[src/rtl/axi_arb_pkg.sv]
// rtl/axi_arb_pkg.sv - shared state type and AXI constants for the burst arbiter
package axi_arb_pkg;

    typedef enum logic [1:0] {
        IDLE,
        ADDR,
        DATA,
        WRESP
    } arb_state_t;

    localparam logic [1:0] AXI_BURST_INCR = 2'b01;
    localparam int         ID_W           = 4;

endpackage

[src/rtl/arb_pick.sv]
// rtl/arb_pick.sv - cyclic first-requester picker; ptr_i = 0 gives fixed lowest-index priority
module arb_pick #(
    parameter int NM = 2,
    parameter int IW = 1
) (
    input  logic [NM-1:0] req_i,
    input  logic [IW-1:0] ptr_i,
    output logic [NM-1:0] grant_o,
    output logic [IW-1:0] idx_o,
    output logic          valid_o
);

    logic [IW-1:0] sel;

    always_comb begin
        grant_o = '0;
        idx_o   = '0;
        valid_o = 1'b0;
        sel     = '0;
        for (int off = 0; off < NM; off++) begin
            sel = IW'((int'(ptr_i) + off) % NM);
            if (!valid_o && req_i[sel]) begin
                valid_o      = 1'b1;
                grant_o[sel] = 1'b1;
                idx_o        = sel;
            end
        end
    end

endmodule

[src/rtl/axi_burst_arbiter.sv]
// rtl/axi_burst_arbiter.sv - whole-burst arbiter sharing one AXI bridge among cache masters
// ARB_ROUND_ROBIN_EN selects round-robin arbitration; otherwise fixed lowest-index priority.
module axi_burst_arbiter
    import axi_arb_pkg::*;
#(
    parameter int NM = 2,
    parameter int LW = 8
) (
    input  logic             clk,
    input  logic             rst,
    input  logic [NM-1:0]    m_req_i,
    input  logic [NM-1:0]    m_wr_i,
    input  logic [NM*32-1:0] m_addr_i,
    input  logic [NM*LW-1:0] m_len_i,
    input  logic [NM*3-1:0]  m_size_i,
    input  logic [NM*32-1:0] m_wdata_i,
    input  logic [NM*4-1:0]  m_wstrb_i,
    output logic [NM-1:0]    m_addr_ok_o,
    output logic [NM-1:0]    m_data_ok_o,
    output logic [NM-1:0]    m_wb_ok_o,
    output logic [31:0]      m_rdata_o,
    output logic             s_req_o,
    output logic             s_wr_o,
    output logic [31:0]      s_addr_o,
    output logic [31:0]      s_wdata_o,
    output logic [LW-1:0]    s_len_o,
    output logic [2:0]       s_size_o,
    output logic [1:0]       s_burst_o,
    output logic [3:0]       s_wstrb_o,
    output logic             s_wlast_o,
    output logic             s_awvalid_o,
    output logic [ID_W-1:0]  s_rid_o,
    input  logic             s_addr_ok_i,
    input  logic             s_data_ok_i,
    input  logic             s_wb_ok_i,
    input  logic [31:0]      s_rdata_i
);

    localparam int IW = (NM > 2) ? 2 : 1;

    arb_state_t    state_q, state_d;
    logic [IW-1:0] owner_q, owner_d;
    logic          wr_q, wr_d;
    logic [LW-1:0] len_q, len_d;
    logic [2:0]    size_q, size_d;
    logic [31:0]   addr_q, addr_d;
    logic [LW-1:0] cnt_q, cnt_d;

    logic [IW-1:0] ptr;
    logic [NM-1:0] pick_grant;
    logic [IW-1:0] pick_idx;
    logic          pick_valid;

`ifdef ARB_ROUND_ROBIN_EN
    logic [IW-1:0] rr_ptr_q, rr_ptr_d;
    logic          done;

    // A transaction ends on the last read beat or on the write response.
    assign done = (state_q == DATA && s_data_ok_i && !wr_q && cnt_q == len_q) ||
                  (state_q == WRESP && s_wb_ok_i);
    assign ptr  = rr_ptr_q;

    always_comb begin
        rr_ptr_d = rr_ptr_q;
        if (done) begin
            rr_ptr_d = (int'(owner_q) == NM - 1) ? '0 : owner_q + 1'b1;
        end
    end

    always_ff @(posedge clk) begin
        if (rst) rr_ptr_q <= '0;
        else     rr_ptr_q <= rr_ptr_d;
    end
`else
    assign ptr = '0;
`endif

    arb_pick #(.NM(NM), .IW(IW)) u_pick (
        .req_i   (m_req_i),
        .ptr_i   (ptr),
        .grant_o (pick_grant),
        .idx_o   (pick_idx),
        .valid_o (pick_valid)
    );

    always_ff @(posedge clk) begin
        if (rst) begin
            state_q <= IDLE;
            owner_q <= '0;
            wr_q    <= 1'b0;
            len_q   <= '0;
            size_q  <= '0;
            addr_q  <= '0;
            cnt_q   <= '0;
        end else begin
            state_q <= state_d;
            owner_q <= owner_d;
            wr_q    <= wr_d;
            len_q   <= len_d;
            size_q  <= size_d;
            addr_q  <= addr_d;
            cnt_q   <= cnt_d;
        end
    end

    always_comb begin
        state_d     = state_q;
        owner_d     = owner_q;
        wr_d        = wr_q;
        len_d       = len_q;
        size_d      = size_q;
        addr_d      = addr_q;
        cnt_d       = cnt_q;
        m_addr_ok_o = '0;
        m_data_ok_o = '0;
        m_wb_ok_o   = '0;
        s_req_o     = 1'b0;
        s_wr_o      = 1'b0;
        s_awvalid_o = 1'b0;
        s_wlast_o   = 1'b0;
        s_wdata_o   = '0;
        s_wstrb_o   = '0;
        case (state_q)
            IDLE: begin
                if (pick_valid) begin
                    owner_d = pick_idx;
                    wr_d    = |(m_wr_i & pick_grant);
                    len_d   = m_len_i[int'(pick_idx)*LW +: LW];
                    size_d  = m_size_i[int'(pick_idx)*3 +: 3];
                    addr_d  = m_addr_i[int'(pick_idx)*32 +: 32];
                    state_d = ADDR;
                end
            end
            ADDR: begin
                s_req_o     = 1'b1;
                s_wr_o      = wr_q;
                s_awvalid_o = wr_q;
                if (s_addr_ok_i) begin
                    m_addr_ok_o[owner_q] = 1'b1;
                    cnt_d                = '0;
                    state_d              = DATA;
                end
            end
            DATA: begin
                // The bridge only raises wvalid while req and wr are both high.
                s_req_o   = wr_q;
                s_wr_o    = wr_q;
                s_wlast_o = wr_q && (cnt_q == len_q);
                if (wr_q) begin
                    s_wdata_o = m_wdata_i[int'(owner_q)*32 +: 32];
                    s_wstrb_o = m_wstrb_i[int'(owner_q)*4 +: 4];
                end
                if (s_data_ok_i) begin
                    m_data_ok_o[owner_q] = 1'b1;
                    if (cnt_q == len_q) begin
                        if (wr_q) begin
                            state_d = WRESP;
                        end else begin
                            m_wb_ok_o[owner_q] = 1'b1;
                            state_d            = IDLE;
                        end
                    end else begin
                        cnt_d = cnt_q + 1'b1;
                    end
                end
            end
            WRESP: begin
                s_req_o = 1'b1;
                s_wr_o  = 1'b1;
                if (s_wb_ok_i) begin
                    m_wb_ok_o[owner_q] = 1'b1;
                    state_d            = IDLE;
                end
            end
            default: state_d = IDLE;
        endcase
    end

    assign m_rdata_o = s_rdata_i;
    assign s_addr_o  = addr_q;
    assign s_len_o   = len_q;
    assign s_size_o  = size_q;
    assign s_burst_o = AXI_BURST_INCR;
    assign s_rid_o   = ID_W'(owner_q);

`ifndef SYNTHESIS
    always @(posedge clk) begin
        if (!rst) begin
            assert (!(s_data_ok_i && state_q == ADDR))
                else $error("bridge data_ok before address handshake");
            assert (!(s_wb_ok_i && state_q != WRESP))
                else $error("bridge wb_ok outside write response phase");
        end
    end
`endif

endmodule

[config.mk]
export PLATFORM = sky130hd
export DESIGN_NAME = axi_burst_arbiter
export DESIGN_NICKNAME = d
export VERILOG_FILES = /design/src/rtl/axi_arb_pkg.sv /design/src/rtl/arb_pick.sv /design/src/rtl/axi_burst_arbiter.sv
export SDC_FILE = /design/constraint.sdc
export NUM_CORES = 1
export LEC_CHECK = 0
export BUFFER_PORTS_ARGS = -buffer_cell sky130_fd_sc_hd__buf_4
export CORE_AREA = 5 5 124 126
export DETAILED_ROUTE_END_ITERATION = 8
export DIE_AREA = 0 0 129 131
export PLACE_DENSITY_LB_ADDON = 0.2
export SYNTH_ARGS = -nofsm -noshare
export SYNTH_HDL_FRONTEND = slang
export SYNTH_SLANG_ARGS = --single-unit
[constraint.sdc]
create_clock -name clk -period 2.26 [get_ports clk]
set_input_delay 0.226 -clock clk [delete_from_list [all_inputs] [get_ports clk]]
set_output_delay 0.226 -clock clk [all_outputs]
set_load 0.01 [all_outputs]
== Word-level counts from Yosys, hierarchy flattened ==
Cells that the tools add are included.

* $add $sub $neg: 1
* Multiply operators: 1
* Magnitude comparators: 2
* Eq/ne operators: 10
* Shifts and indexed selects: 5
* Muxes and demuxes: 35
* Bitwise operators: 1
* Reduce and logical (&&, ||, !) cells: 12

{| class="wikitable"
|+ Operator list
! cell !! number
|-
| $shiftx 64x7->32 || 2
|-
| $mux 32 || 2
|-
| $mux 2 || 15
|-
| $mux 8 || 3
|-
| $pmux 8 s2 || 1
|-
| $shiftx 16x5->8 || 1
|-
| $ne 2x2->1 const B || 6
|-
| $add 8x1->8 const B || 1
|-
| $eq 8x8->1 || 1
|-
| $mux 4 || 2
|-
| $pmux 2 s4 || 1
|-
| $shiftx 8x4->4 || 1
|-
| $mux 1 || 7
|-
| $reduce_or 2->1 || 3
|-
| $shiftx 6x4->3 || 1
|-
| $reduce_and 5->1 || 1
|-
| $eq 2x2->1 const B || 2
|-
| $pmux 1 s2 || 2
|-
| $pmux 2 s2 || 1
|-
| $reduce_and 4->1 || 1
|-
| $logic_and 1x1->1 || 3
|-
| $mul 1x2->3 const B || 1
|-
| $and 2x2->2 || 1
|-
| $eq 2x1->1 const B || 1
|-
| other kinds (7) || 7
|}

* Register bits: 55
* Output and inout port bits: 127
* Word-level logic and storage cells: 74

== Logic depth before layout (Yosys ltp) ==
Gate-level depths: netlist of the first run.

* Depth in word-level cells: 8
* Depth in mapped cells: 8
* Depth with buffers taken out: 7

== Hierarchy ==
Synthesis of the first run repeated with hierarchy kept, for this count alone.

* Cells, all modules: 446
* Area, all modules: 3,787.4 µm²

{| class="wikitable"
|+ By module, submodules not included
! module !! times used !! cells an instance !! area an instance (µm²) !! sequential area each (µm²)
|-
| axi_burst_arbiter || 1 || 441 || 3,754.9 || 1,101.1
|-
| arb_pick || 1 || 5 || 32.5 || 0.0
|}

== Least setup slack after synthesis of the first run ==
Ideal clock, no wire load.

* Path kind: reg-to-output
* From: register state_q[0]
* To: output s_wdata_o[22]
* Data arrival time: 1.552 ns
* Setup slack: 0.482 ns
* Stages on the path, launching flop included: 8
* Cells stage by stage: dfxtp_1 -> inv_1 -> ha_1 -> clkbuf_1 -> nand2_1 -> clkbuf_1 -> clkbuf_1 -> nor2_1

* Cells in the longest elaborated chain, start to end: 2

{| class="wikitable"
|+ RTL lines
! what !! line !! source
|-
| from (decl) || axi_burst_arbiter.sv:41 || <nowiki>arb_state_t state_q, state_d;</nowiki>
|-
| from (signal assigned) || axi_burst_arbiter.sv:96 || <nowiki>state_q <= state_d;</nowiki>
|-
| $eq 2x2->1 || axi_burst_arbiter.sv:123 || <nowiki>case (state_q)</nowiki>
|-
| $mux 32 || axi_burst_arbiter.sv:123 ||
|-
| to (decl) || axi_burst_arbiter.sv:25 || <nowiki>output logic [31:0] s_wdata_o,</nowiki>
|}

No other way between the ends.

== Worst setup path in the final report of the first run ==
* From: register len_q[5], in the netlist s_len_o[5]
* To: output m_wb_ok_o[0]

* Cells in the longest elaborated chain, start to end: 4

{| class="wikitable"
|+ RTL lines
! what !! line !! source
|-
| from (decl) || axi_burst_arbiter.sv:44 || <nowiki>logic [LW-1:0] len_q, len_d;</nowiki>
|-
| from (signal assigned) || axi_burst_arbiter.sv:99 || <nowiki>len_q <= len_d;</nowiki>
|-
| $eq 8x8->1 || axi_burst_arbiter.sv:155 || <nowiki>if (cnt_q == len_q) begin</nowiki>
|-
| $mux 2 || axi_burst_arbiter.sv:155 ||
|-
| $mux 2 || axi_burst_arbiter.sv:153 || <nowiki>if (s_data_ok_i) begin</nowiki>
|-
| $pmux 2 s2 || axi_burst_arbiter.sv:123 ||
|-
| to (decl) || axi_burst_arbiter.sv:20 || <nowiki>output logic [NM-1:0] m_wb_ok_o,</nowiki>
|}

No other way between the ends.

==> impl_results.md, run 1 <==
- Syn-to-layout area delta: 55.60%
- Final Hold Slack: between 0.15 and 0.2 ns
- Largest area contributor in the synthesized netlist: sky130_fd_sc_hd__dfxtp_1
- Final Core Density: 40.26%
- GPL Wtd Cong: 0.9014
- Maximum number of pins on one net before global-route repair: 87
- Antenna violation net count after detailed routing: 0
- Top flip-flop cell by instance count after synthesis: sky130_fd_sc_hd__dfxtp_1
- Height of the chip: 131 um
- RSZ-0062 raised after global routing: false
- Total internal power: 2864 uW
- X dimension of the die: 129 um
- Max-slew headroom: 56.90%
- Distinct cell type count of the synthesized netlist: 43
- Count of buffers inserted at the top-level ports: 256
- Total of flip-flops plus latches after synthesis: 55
- Cell area after placement: 5517 um2
- Commonest cells after routing, fill and taps aside: sky130_fd_sc_hd__buf_4, sky130_fd_sc_hd__nor2_1, sky130_fd_sc_hd__mux2i_1
- Launching instance or port of the critical path: s_len_o[5]
- Switching power of the nets: roughly 1700 uW
- Clock share of power: 20.4%
- EDFF count, synth: 0
- Clock H-tree levels: 2
- Number of failing setup endpoints in the final timing report: 0
- Post-Synthesis Cell Area: 3675 um2
- DIE AREA: 16900 um2
- Starting Density: 25.87%
- Number of buffers added by the clock tree synthesis step: 5
- Warning count from the yosys run: 0
- Worst Path Required: between 2 and 2.5 ns
- Global router's overall resource usage: 14.79%
- Period Utilization, post-route: 91.37%
- Final wirelength: roughly 14000 um
- Post-layout nets: 848
- Switching share of power: 37.09%
- Final standard cell area without fillers: 5718 um2
- Minimum clock period after layout: 2.065 ns
- Hold depth: 2
- Routed wire per std cell: 16.32 um
- Layout cells sized above 1: 44.88%
- Register-to-register path setup slack: 0.34 ns
- Cell count after synthesis: roughly 440
- Iteration-0 DRC Markers: 84
- Number of violations of the max-capacitance limit: 0
- Maximum root-to-sink buffer count: 2
- Startpoint Class: register
- Vias in the first global route: 3712
- Result of the run: complete, no violations
- Iteration count of the initial detailed-routing pass: 4
- Antenna fix cells: 0
- Fraction of power consumed by sequential logic: between 30% and 40%
- Class of the most critical hold timing path: primary input to register
- Global-route wire length before repair: 19730 um
- Avg Cell Area, Syn: approximately 8.4 um2
- Critical Path End Type: primary output
- Launching point of the worst reg2reg path: state_q[1]
- Hold violation count in the final report: 0
- Final clock skew: 0.003576 ns
- Pwr dens: ~800 nW/um2
- Fmax: 484.3 MHz
- Combinational fraction of design power: around 49%
- Area share of the leading cell type in the synthesized netlist: 29.96%
- Non-Filler Instances: approximately 830
- Synth async-reset ratio: 0%
- Clock transition at the register clock pins on the worst setup and hold paths after CTS: 0.07 ns
- Buffer type at the clock tree root: sky130_fd_sc_hd__clkbuf_16
- Via count normalized by instance count: 4.577
- Setup TNS: 0 ns
- Top fanout value on the critical path: 4
- LEAKAGE: 0.002690 uW
- Vias after detailed routing: ~3800
- Post-synthesis sequential area ratio: 29.96%
- Source-to-sink clock delay at the later pin of the worst-skew pair: 0.29 ns
- Placeable core region: 14200 um2
- Origin of the worst min-delay path: m_req_i[0]
- Site row count: 44
- Fill cells: 1434
- Placed cell count: ~820
- DP HPWL: 10910 um
- Terminating pin of the worst hold path: owner_q
- Total congestion overflow after global routing: 0
- Initial antenna violation count: 0
- Slew at the pin with the worst max-slew slack: 0.6465 ns
- R2R cell count: 8
- TritonCTS clock tree: yes
- Number of remaining DRC errors: 0
- Critical Path AT: 1.84 ns
- Worst ir drop on vdd: 382.3 uV
- Final slew viol count: 0
- Kind of critical path: register to primary output
- Most frequent standard cell in the layout excluding fill and tap cells: sky130_fd_sc_hd__buf_4
- Count of boundary I/O pins: 326
- Total number of clock tree sinks: between 50 and 60
- Terminus of the critical flop-to-flop path: cnt_q[2]
- Area contributors post-synth: sky130_fd_sc_hd__dfxtp_1, sky130_fd_sc_hd__mux2i_1, sky130_fd_sc_hd__nor2_1
==> final cells by class <==
| type | instances | area (um2) | area share, % |
|---|---|---|---|
| timing repair buffer | 265 | 2027 | 35.45 |
| tap | 184 | 230.2 | 4.026 |
| clock inverter | 2 | 38.79 | 0.6783 |
| clock buffer | 6 | 138.9 | 2.429 |
| inverter | 7 | 26.28 | 0.4595 |
| multi-input combinational | 309 | 2153 | 37.66 |
| sequential | 55 | 1104 | 19.30 |
==> flip-flops by register name, summed over array words and instances (netlist names) <==
name	count
s_len_o	8
state_q	2
s_addr_o	32
s_size_o	3
owner_q	1
wr_q	1
cnt_q	8
==> timing repair <==
item                                    CTS  global route
buffers inserted                          0             2
gates resized for setup                   1             2
endpoints found under the setup margin    1             2
pin swaps                                 0             2
hold buffers                              0             0
==> synth_stat cells, drive strengths merged (3+ instances only) <==
library cell,n
o311ai,3
inv,7
buf,49
dfxtp,55
clkbuf,22
a21oi,15
a211oi,45
nand3,5
nor2b,4
mux2i,79
xor2,8
o21ai,4
ha,6
and3,3
nand2b,3
and2,3
nand2,11
nor2,96
==> cells by family (layout without fill, tap and decap cells) <==
group / after synthesis / after routing / share of synthesized area [%]
flops: 55 / 55 / 29.96
other cells: 2 / 5 / 0.2044
simple gates: 132 / 132 / 16.17
buf+inv: 78 / 280 / 12.36
mux: 81 / 81 / 22.34
fa+ha+maj: 6 / 6 / 2.043
compound gates: 77 / 77 / 14.81
xor+xnor: 8 / 8 / 2.111
==> per-stage QoR <==
| step | setup WS, ns | total power (uW) |
|---|---|---|
| 6_report | 0.1951 | 4553 |
| 5_1_grt | 0.02818 | 4894 |
| 4_1_cts | 0.05977 | 4610 |
| 3_5_place_dp | 0.3193 | 3647 |
| 3_3_place_gp | 0.3796 | 3625 |
| 2_1_floorplan | 0.4825 | 2712 |
==> layer usage <==
metal / global-route usage (%) / share of wire [%]
met1: 15.98 / 37
met2: 26.40 / 49
met3: 5.732 / 12
met4: 5.127 / 2.5
met5: 0 / 0
==> critical path: stages (launching register included) <==
cell                      delay, ns
sky130_fd_sc_hd__dfxtp_1       0.34
sky130_fd_sc_hd__xor2_1        0.19
sky130_fd_sc_hd__nor4_4        0.36
sky130_fd_sc_hd__nand2_2       0.14
sky130_fd_sc_hd__o31ai_2       0.23
sky130_fd_sc_hd__nor2b_1       0.16
sky130_fd_sc_hd__buf_4         0.13
==> power groups by stage <==
stage	Clock [uW]	Sequential, uW	Combinational (uW)
after floorplan	0	1520	1190
after global placement	0	1420	2200
after detailed placement	0	1440	2210
after CTS	974	1420	2210
after global routing	998	1450	2440
final	928	1420	2210
==> worst max path at each step <==
stage | end | slack (ns) | cells after the start
floorplan | s_wdata_o[22] | 0.48 | 7
global route | m_wb_ok_o[0] | 0.03 | 6
detailed placement | m_wb_ok_o[0] | 0.32 | 6
finish | m_wb_ok_o[0] | 0.20 | 6
CTS | m_wb_ok_o[0] | 0.06 | 6
global placement | m_wb_ok_o[0] | 0.38 | 6
Power figures use the tool's default switching activity.
==> run 2: changes to the inputs <==
--- a/config.mk
+++ b/config.mk
@@ -10,6 +10,7 @@
 export DETAILED_ROUTE_END_ITERATION = 8
 export DIE_AREA = 0 0 129 131
 export PLACE_DENSITY_LB_ADDON = 0.2
+export REMOVE_ABC_BUFFERS = 1
 export SYNTH_ARGS = -nofsm -noshare
 export SYNTH_HDL_FRONTEND = slang
 export SYNTH_SLANG_ARGS = --single-unit
==> run 2 against run 1 <==
Net effect: combinational power about the same; global-route usage up 0.55 points; flip-flop and latch count unchanged; critical path type unchanged.
==> impl_results.md, run 2 (same netlist as run 1, synthesis figures left out) <==
- Number of remaining DRC errors: 0
- X dimension of the die: approximately 130 um
- Worst Setup EP: m_wb_ok_o[0]
- Max-slew headroom: 57.36%
- DP HPWL: around 12000 um
- Vias in the first global route: 3704
- Final clock skew: slightly above 0.008 ns
- GPL Wtd Cong: 0.8515
- Critical Path End Type: primary output
- DIE AREA: roughly 17000 um2
- Number of violations of the max-capacitance limit: 0
- Site row count: between 40 and 50
- Buffer type at the clock tree root: sky130_fd_sc_hd__clkbuf_16
- Non-Filler Instances: 827
- Pwr dens: between 700 and 800 nW/um2
- Count of buffers inserted at the top-level ports: around 260
- RSZ-0062 raised after global routing: true
- Cell area after placement: 5524 um2
- Post-layout nets: 847
- Starting Density: between 20% and 30%
- TritonCTS clock tree: yes
- Slew at the pin with the worst max-slew slack: 0.6396 ns
- Top fanout value on the critical path: 4
- Number of gates resized after CTS: 0
- Total number of clock tree sinks: 55
- Minimum clock period after layout: 2.135 ns
- Total congestion overflow after global routing: 0
- Height of the chip: ~130 um
- Vias after detailed routing: about 3800
- Worst Path Required: 2.03 ns
- Hold depth: 2
- Final slew viol count: 0
- Hold violation count in the final report: 0
- Commonest cells after routing, fill and taps aside: sky130_fd_sc_hd__buf_4, sky130_fd_sc_hd__nor2_1, sky130_fd_sc_hd__mux2i_1
- Fill cells: around 1400
- Initial antenna violation count: 0
- Launching point of the worst reg2reg path: state_q[1]
- Global-route wire length before repair: 20110 um
- Fmax: roughly 470 MHz
- Class of the most critical hold timing path: primary input to register
- Register-to-register path setup slack: 0.21 ns
- Placed cell count: 819
- Maximum root-to-sink buffer count: 2
- Startpoint Class: register
- Number of flip-flops under the largest register name: 32
- Iteration-0 DRC Markers: 100
- Layout cells sized above 1: 44.79%
- Clock transition at the register clock pins on the worst setup and hold paths after CTS: 0.08 ns
- Kind of critical path: register to primary output
- Final wirelength: 14100 um
- Terminus of the critical flop-to-flop path: cnt_q[5]
- Final standard cell area without fillers: 5702 um2
- Antenna fix cells: 0
- Most frequent standard cell in the layout excluding fill and tap cells: sky130_fd_sc_hd__buf_4
- Buffer count from post-CTS setup fixing: 0
- R2R cell count: 7
- Setup TNS: 0 ns
- Iteration count of the initial detailed-routing pass: 5
- Syn-to-layout area delta: 55.16%
- LEAKAGE: 0.002678 uW
- Number of failing setup endpoints in the final timing report: 0
- Routed wire per std cell: 17.05 um
- Via count normalized by instance count: 4.630
- Launching instance or port of the critical path: s_len_o[3]
- Source-to-sink clock delay at the later pin of the worst-skew pair: 0.29 ns
- Maximum number of pins on one net before global-route repair: 59
- Hold buffer count at CTS: 0
- Number of buffers added by the clock tree synthesis step: 5
- Worst ir drop on vdd: roughly 370 uV
- Final Core Density: between 40% and 50%
- Placeable core region: 14200 um2
- Antenna violation net count after detailed routing: 0
- Period Utilization, post-route: between 90 and 100%
- Clock H-tree levels: 2
- Global router's overall resource usage: between 15 and 20%
- Count of boundary I/O pins: 326
- Critical Path AT: approximately 1.9 ns
- Post-layout total power: roughly 4500 uW
- Result of the run: complete, no violations
## run 2: changes by cell type in the layout (fill, tap and decap cells not counted), sizes merged
cell and delta:
buf -1
## run 2: area by class of cell
cell class | count | area (um2) | area share [%]
sequential | 55 | 1105 | 19.38
inverter | 7 | 26.28 | 0.4608
timing repair buffer | 264 | 2019 | 35.42
multi-input combinational | 309 | 2153 | 37.77
clock buffer | 6 | 128.9 | 2.260
tap | 184 | 230.2 | 4.038
clock inverter | 2 | 38.79 | 0.6803
## run 2: power breakdown
group / internal, uW / leakage, uW / total (uW) / switching [uW]
registers: 1230 / 0.000457 / 1410 / 180
clock network: 529 / 0.0000815 / 896 / 368
logic: 1070 / 0.00214 / 2190 / 1120
## run 2: routing by layer
layer	track usage, %	part of all wire, %	wire length (um)
met3	8.659	16	2204
met1	17.34	38	5363
met2	24.82	45	6287
met4	4.138	1.7	245
met5	1.471	0	0
## run 2: worst min path at each step
stage / start / slack, ns / end
floorplan: rst / 0.29 / cnt_q[0]
global placement: s_rdata_i[10] / 0.45 / m_rdata_o[10]
detailed placement: s_rdata_i[10] / 0.45 / m_rdata_o[10]
CTS: m_req_i[0] / 0.14 / owner_q
global route: m_req_i[0] / 0.15 / owner_q
finish: m_req_i[0] / 0.15 / owner_q
## run 2: stage by stage
step / setup WS, ns / hold slack [ns]
final: 0.1250 / 0.1526
after global routing: -0.02768 / 0.1510
after CTS: 0.007509 / 0.1400
after detailed placement: 0.2190 / 0.4523
after global placement: 0.3492 / 0.4523
after floorplan: -1.694 / 0.2922
## run 2: critical path, stage by stage, from the launching register on
cell	delay [ns]
sky130_fd_sc_hd__dfxtp_1	0.35
sky130_fd_sc_hd__xor2_2	0.19
sky130_fd_sc_hd__nor4_4	0.36
sky130_fd_sc_hd__nand2_1	0.18
sky130_fd_sc_hd__o31ai_2	0.25
sky130_fd_sc_hd__nor2b_1	0.16
sky130_fd_sc_hd__buf_4	0.13
